[src/rtl/gpio_bus_bridge.sv]
// gpio_bus_bridge: core valid/ready load/store port to GPIO strobe interface, one access outstanding.
// Define GPIO_BRIDGE_SHADOW_EN to answer DATA/DIR loads from local shadow copies without a strobe.
module gpio_bus_bridge #(
  parameter logic [31:0] BASE_ADDR = 32'h2000_0000,
  parameter logic [31:0] ADDR_MASK = 32'hFFFF_F000
) (
  input  logic        clk,
  input  logic        rst_n,
  input  logic        req_valid,
  output logic        req_ready,
  input  logic        req_we,
  input  logic [31:0] req_addr,
  input  logic [31:0] req_wdata,
  output logic        rsp_valid,
  input  logic        rsp_ready,
  output logic [31:0] rsp_rdata,
  output logic        rsp_err,
  output logic        gpio_en,
  output logic        write_enable,
  output logic [31:0] gpio_addr,
  output logic [31:0] gpio_in,
  input  logic [31:0] gpio_rdata
);

  localparam logic [1:0] IDLE    = 2'd0;
  localparam logic [1:0] STROBE  = 2'd1;
  localparam logic [1:0] CAPTURE = 2'd2;
  localparam logic [1:0] RESP    = 2'd3;

  localparam logic [11:0] OFS_DATA = 12'h000;
  localparam logic [11:0] OFS_DIR  = 12'h004;
  localparam logic [11:0] OFS_READ = 12'h008;

  logic [1:0]  state_q, state_d;
  logic        we_q, we_d;
  logic [31:0] addr_q, addr_d;
  logic [31:0] wdata_q, wdata_d;
  logic [31:0] rdata_q, rdata_d;
  logic        err_q, err_d;

  logic [11:0] ofs;
  logic        hit;
  logic        legal;

  // Decode sees the request fields on the very edge they are latched, so errors reach RESP in one cycle.
  always_comb begin
    ofs   = req_addr[11:0];
    hit   = ((req_addr & ADDR_MASK) == BASE_ADDR);
    legal = hit && ((ofs == OFS_DATA) || (ofs == OFS_DIR) ||
                    ((ofs == OFS_READ) && !req_we));
  end

`ifdef GPIO_BRIDGE_SHADOW_EN
  logic [31:0] sh_data_q, sh_data_d;
  logic [31:0] sh_dir_q, sh_dir_d;
  logic        sh_hit;
  logic [31:0] sh_val;

  always_comb begin
    sh_data_d = sh_data_q;
    sh_dir_d  = sh_dir_q;
    if ((state_q == IDLE) && req_valid && legal && req_we) begin
      if (ofs == OFS_DATA) sh_data_d = req_wdata;
      if (ofs == OFS_DIR)  sh_dir_d  = req_wdata;
    end
    sh_hit = legal && !req_we && (ofs != OFS_READ);
    sh_val = (ofs == OFS_DIR) ? sh_dir_q : sh_data_q;
  end

  always_ff @(posedge clk or negedge rst_n) begin
    if (!rst_n) begin
      sh_data_q <= '0;
      sh_dir_q  <= '0;
    end else begin
      sh_data_q <= sh_data_d;
      sh_dir_q  <= sh_dir_d;
    end
  end
`else
  logic        sh_hit;
  logic [31:0] sh_val;

  assign sh_hit = 1'b0;
  assign sh_val = '0;
`endif

  always_comb begin
    state_d = state_q;
    we_d    = we_q;
    addr_d  = addr_q;
    wdata_d = wdata_q;
    rdata_d = rdata_q;
    err_d   = err_q;
    case (state_q)
      IDLE: begin
        if (req_valid) begin
          we_d    = req_we;
          addr_d  = req_addr;
          wdata_d = req_wdata;
          err_d   = !legal;
          rdata_d = sh_hit ? sh_val : '0;
          state_d = (!legal || sh_hit) ? RESP : STROBE;
        end
      end
      STROBE:  state_d = we_q ? RESP : CAPTURE;
      CAPTURE: begin
        rdata_d = gpio_rdata;
        state_d = RESP;
      end
      RESP: begin
        if (rsp_ready) state_d = IDLE;
      end
      default: state_d = IDLE;
    endcase
  end

  always_ff @(posedge clk or negedge rst_n) begin
    if (!rst_n) begin
      state_q <= IDLE;
      we_q    <= 1'b0;
      addr_q  <= '0;
      wdata_q <= '0;
      rdata_q <= '0;
      err_q   <= 1'b0;
    end else begin
      state_q <= state_d;
      we_q    <= we_d;
      addr_q  <= addr_d;
      wdata_q <= wdata_d;
      rdata_q <= rdata_d;
      err_q   <= err_d;
    end
  end

  // Strobes decode straight from the state flop so an async reset kills them immediately.
  assign req_ready    = (state_q == IDLE);
  assign rsp_valid    = (state_q == RESP);
  assign gpio_en      = (state_q == STROBE);
  assign write_enable = (state_q == STROBE) && we_q;
  assign gpio_addr    = addr_q;
  assign gpio_in      = wdata_q;
  assign rsp_rdata    = rdata_q;
  assign rsp_err      = err_q;

endmodule

[config.mk]
export PLATFORM = sky130hd
export DESIGN_NAME = gpio_bus_bridge
export DESIGN_NICKNAME = d
export VERILOG_FILES = /design/src/rtl/gpio_bus_bridge.sv
export SDC_FILE = /design/constraint.sdc
export NUM_CORES = 1
export LEC_CHECK = 0
export CAP_MARGIN = 20
export CORE_MARGIN = 2
export CORE_UTILIZATION = 62
export CTS_CLUSTER_SIZE = 8
export DETAILED_ROUTE_END_ITERATION = 8
export DONT_BUFFER_PORTS = 1
export HOLD_SLACK_MARGIN = 0.06
export PLACE_DENSITY = 0.78
export RECOVER_POWER = 100
export SLEW_MARGIN = 20
export SYNTH_ARGS = -nofsm -noshare
export SYNTH_HDL_FRONTEND = slang
export SYNTH_SLANG_ARGS = --single-unit
[constraint.sdc]
create_clock -name clk -period 1.99 [get_ports clk]
set_input_delay 0.398 -clock clk [delete_from_list [all_inputs] [get_ports clk]]
set_output_delay 0.398 -clock clk [all_outputs]
set_load 0.02 [all_outputs]
==> run_results.csv <==
group,metric,value,unit
clock_tree,postCtsSetupBuffers,0,
floorplanning,core_area,6240,µm²
power_and_ir_drop,pwr-share-seq,61.4,%
final_layout,n_fill_cell,462,
power_and_ir_drop,power.share.clock,14.2,%
grt,overflow,0,
final_layout,drive_gt1_share,25.0,%
synth,ys_top_cells_by_area,"dfrtp_1 63%, mux2_4 11%, mux2_2 11%",
power_and_ir_drop,power_density,1990,nW/µm²
worst_setup_path,required,1.59,ns
sta,maxSlewHeadroom,69.4,%
sta,hold_ws,-0.269,ns
final_layout,multi_input_area,1240,µm²
clock_tree,path_clk_slew,0.09,ns
synth,syn_area_per_cell,16.0,µm²
route,drtIter0Drc,51,
clock_tree,cts_max_level,3,
synth,synth_area,3940,µm²
route,post_drt_wl_per_cell,23.6,µm
sta,fin_ws,0.0756,ns
grt,grtUsageMet3,9.99,%
grt,antenna_found_initial,0,
synth,synth_nets,352,
synth,synth_top_area_share,63.5,%
clock_tree,cts_made_buffers,9,
power_and_ir_drop,ir_drop,1.13,mV
final_layout,fin_nets,356,
sta,max_freq,522,MHz
clock_tree,cts_tree,"yes",
final_layout,syn_to_final_growth,3.87,%
power_and_ir_drop,leakage,1.84,nW
route,vias_per_cell,6.22,
power_and_ir_drop,switchingPower,3.50,mW
sta,finClkSkew,0.00926,ns
worst_hold_path,hold_class,"in -> async",
route,ant_nets,0,
sta,finalMaxSlewViolations,0,
flow_run,cap_violations,0,
sta,rsz0062_at_grt,"no",
clock_tree,clock_sinks,100,
route,drt-total-wl,7870,µm
route,drc,0,
worst_setup_path,cp.arrival,1.52,ns
synth,postSynth.asyncResetShare,100,%
power_and_ir_drop,p_int,4.67,mW
synth,synth-edff-count,0,
run_status,outcome,"finished with violations",
worst_setup_path,crit_fanout,5,
synth,ys_ff_latch,100,
run_status,violations,"hold timing",
worst_setup_path,path_class,"reg -> out",
clock_tree,clockBufferDepth,2,
grt,top_usage_layer,"met2",
place,io_buffers,0,
grt,gr-usage-met1,27.3,%
final_layout,seqCellArea,2500,µm²
clock_tree,cts_resized,0,
final_layout,layout_common_cells,"100 x dfrtp_1, 37 x mux2_2, 32 x a22o_1, 24 x mux2_1, 10 x clkbuf_8",
final_layout,final_common_cell,"dfrtp_1",
sta,tightest_slew,0.454,ns
worst_setup_path,worstSetupStartpointType,"flip-flop",
grt,grt_usage,23.2,%
clock_tree,clock_latency,0.36,ns
grt,use_met2,36.7,%
floorplanning,dieArea,7010,µm²
floorplanning,io_pins,202,
sta,hold_viol_final,100,
grt,grt_pass1_vias,2255,
synth,yosys_most_used_dff,"dfrtp_1",
floorplanning,start_util,63.2,%
synth,yosysWarnings,0,
place,gp_congestion,0.782,
synth,synth_seq_area_share,63.5,%
sta,period_share,96.2,%
place,hpwl,5800,µm
final_layout,diodes,0,
clock_tree,cts_root_buf,"clkbuf_8",
route,drt-pass1-iter-count,4,
power_and_ir_drop,total_power,8.17,mW
worst_setup_path,cp-end-kind,"primary output",
synth,synth.largest_area_cell,"dfrtp_1",
floorplanning,num_rows,29,
synth,synthCells,247,
place,dp_cells,317,
synth,post_synth_num_cell_types,22,
floorplanning,die_x,83.8,µm
power_and_ir_drop,comb_power_share,24.4,%
grt,grt_pass1_wl,12400,µm
sta,tns,0,ns
floorplanning,die_y,83.8,µm
place,pre_cts_slack,0.254,ns
grt,grt_max_degree,101,
final_layout,fin_cells,333,
route,vias,2072,
sta,period_needed,1.91,ns
sta,setup_violations,0,
power_and_ir_drop,power_switching_share,42.9,%
==> path summary, 6_finish.rpt <==
| kind | startpoint | end | slack [ns] | depth (start not counted) |
|---|---|---|---|---|
| setup reg to reg | state_q[0]$_DFFE_PN0P_ | gpio_in[9]$_DFFE_PN0P_ | 0.15 | 5 |
| setup / recovery | state_q[1]$_DFFE_PN0P_ | write_enable | 0.08 | 3 |
| max in group asynchronous | rst_n | rsp_rdata[4]$_DFFE_PN0P_ | 2.12 | 0 |
| hold / removal | rst_n | rsp_rdata[10]$_DFFE_PN0P_ | -0.27 | 0 |
| min in group clk | gpio_rdata[10] | rsp_rdata[10]$_DFFE_PN0P_ | 0.17 | 1 |
| hold reg to reg | we_q$_DFFE_PN0P_ | we_q$_DFFE_PN0P_ | 0.52 | 1 |
==> flip-flops by register name, indices dropped and copies added, names as in the netlist <==
name,cells
gpio_addr,32
gpio_in,32
we_q,1
rsp_rdata,32
state_q,2
rsp_err,1
==> routing by layer <==
metal,share of wire [%],vias up
met5,0,-
met2,50,121
li1,-,906
met4,1.8,0
met3,11,10
met1,37,1035
==> layout make-up <==
type	count	area share, %
repair buffers	7	1.47
clock buffers	11	3.45
well taps	77	2.35
inverters	4	0.367
multi-input cells	129	30.4
flip-flops and latches	100	61.1
clock inverters	5	0.916
==> stage by stage <==
step,utilization (%),instance area (µm²)
after floorplan,-,3940
after global placement,64.8,4040
after detailed placement,64.8,4040
after CTS,67.6,4220
after global routing,65.6,4100
final,65.6,4100
==> power by group through the flow <==
stage	Clock, mW	Sequential (mW)	Combinational [mW]
after floorplan	0	4.80	2.00
after CTS	1.18	5.05	2.32
after global placement	0	5.05	2.21
after detailed placement	0	5.07	2.32
after global routing	1.26	5.13	2.19
final	1.16	5.02	1.99
==> worst max-delay path, cell delays in order, from the launching register on <==
cell	delay [ns]
dfrtp_1	0.43
inv_1	0.10
ha_1	0.31
and2_1	0.32
==> logic make-up (layout without fill, tap and decap cells) <==
group | Yosys count | after routing | synth area share, %
DFF | 100 | 100 | 63.5
buffers and inverters | 18 | 27 | 2.76
adders and majority gates | 4 | 4 | 1.27
AOI/OAI and AO/OA | 39 | 39 | 8.34
and+or+nand+nor | 21 | 21 | 2.95
muxes | 65 | 65 | 21.2
==> synthesized netlist by cell type (4+ instances only) <==
library cell and number:
inv_1 4, nor4_1 7, mux2_4 28, mux2_2 37, buf_6 4, dfrtp_1 100
buf_2 9, a22o_1 32, ha_1 4
Note: power is estimated with default switching activity, not from simulation.
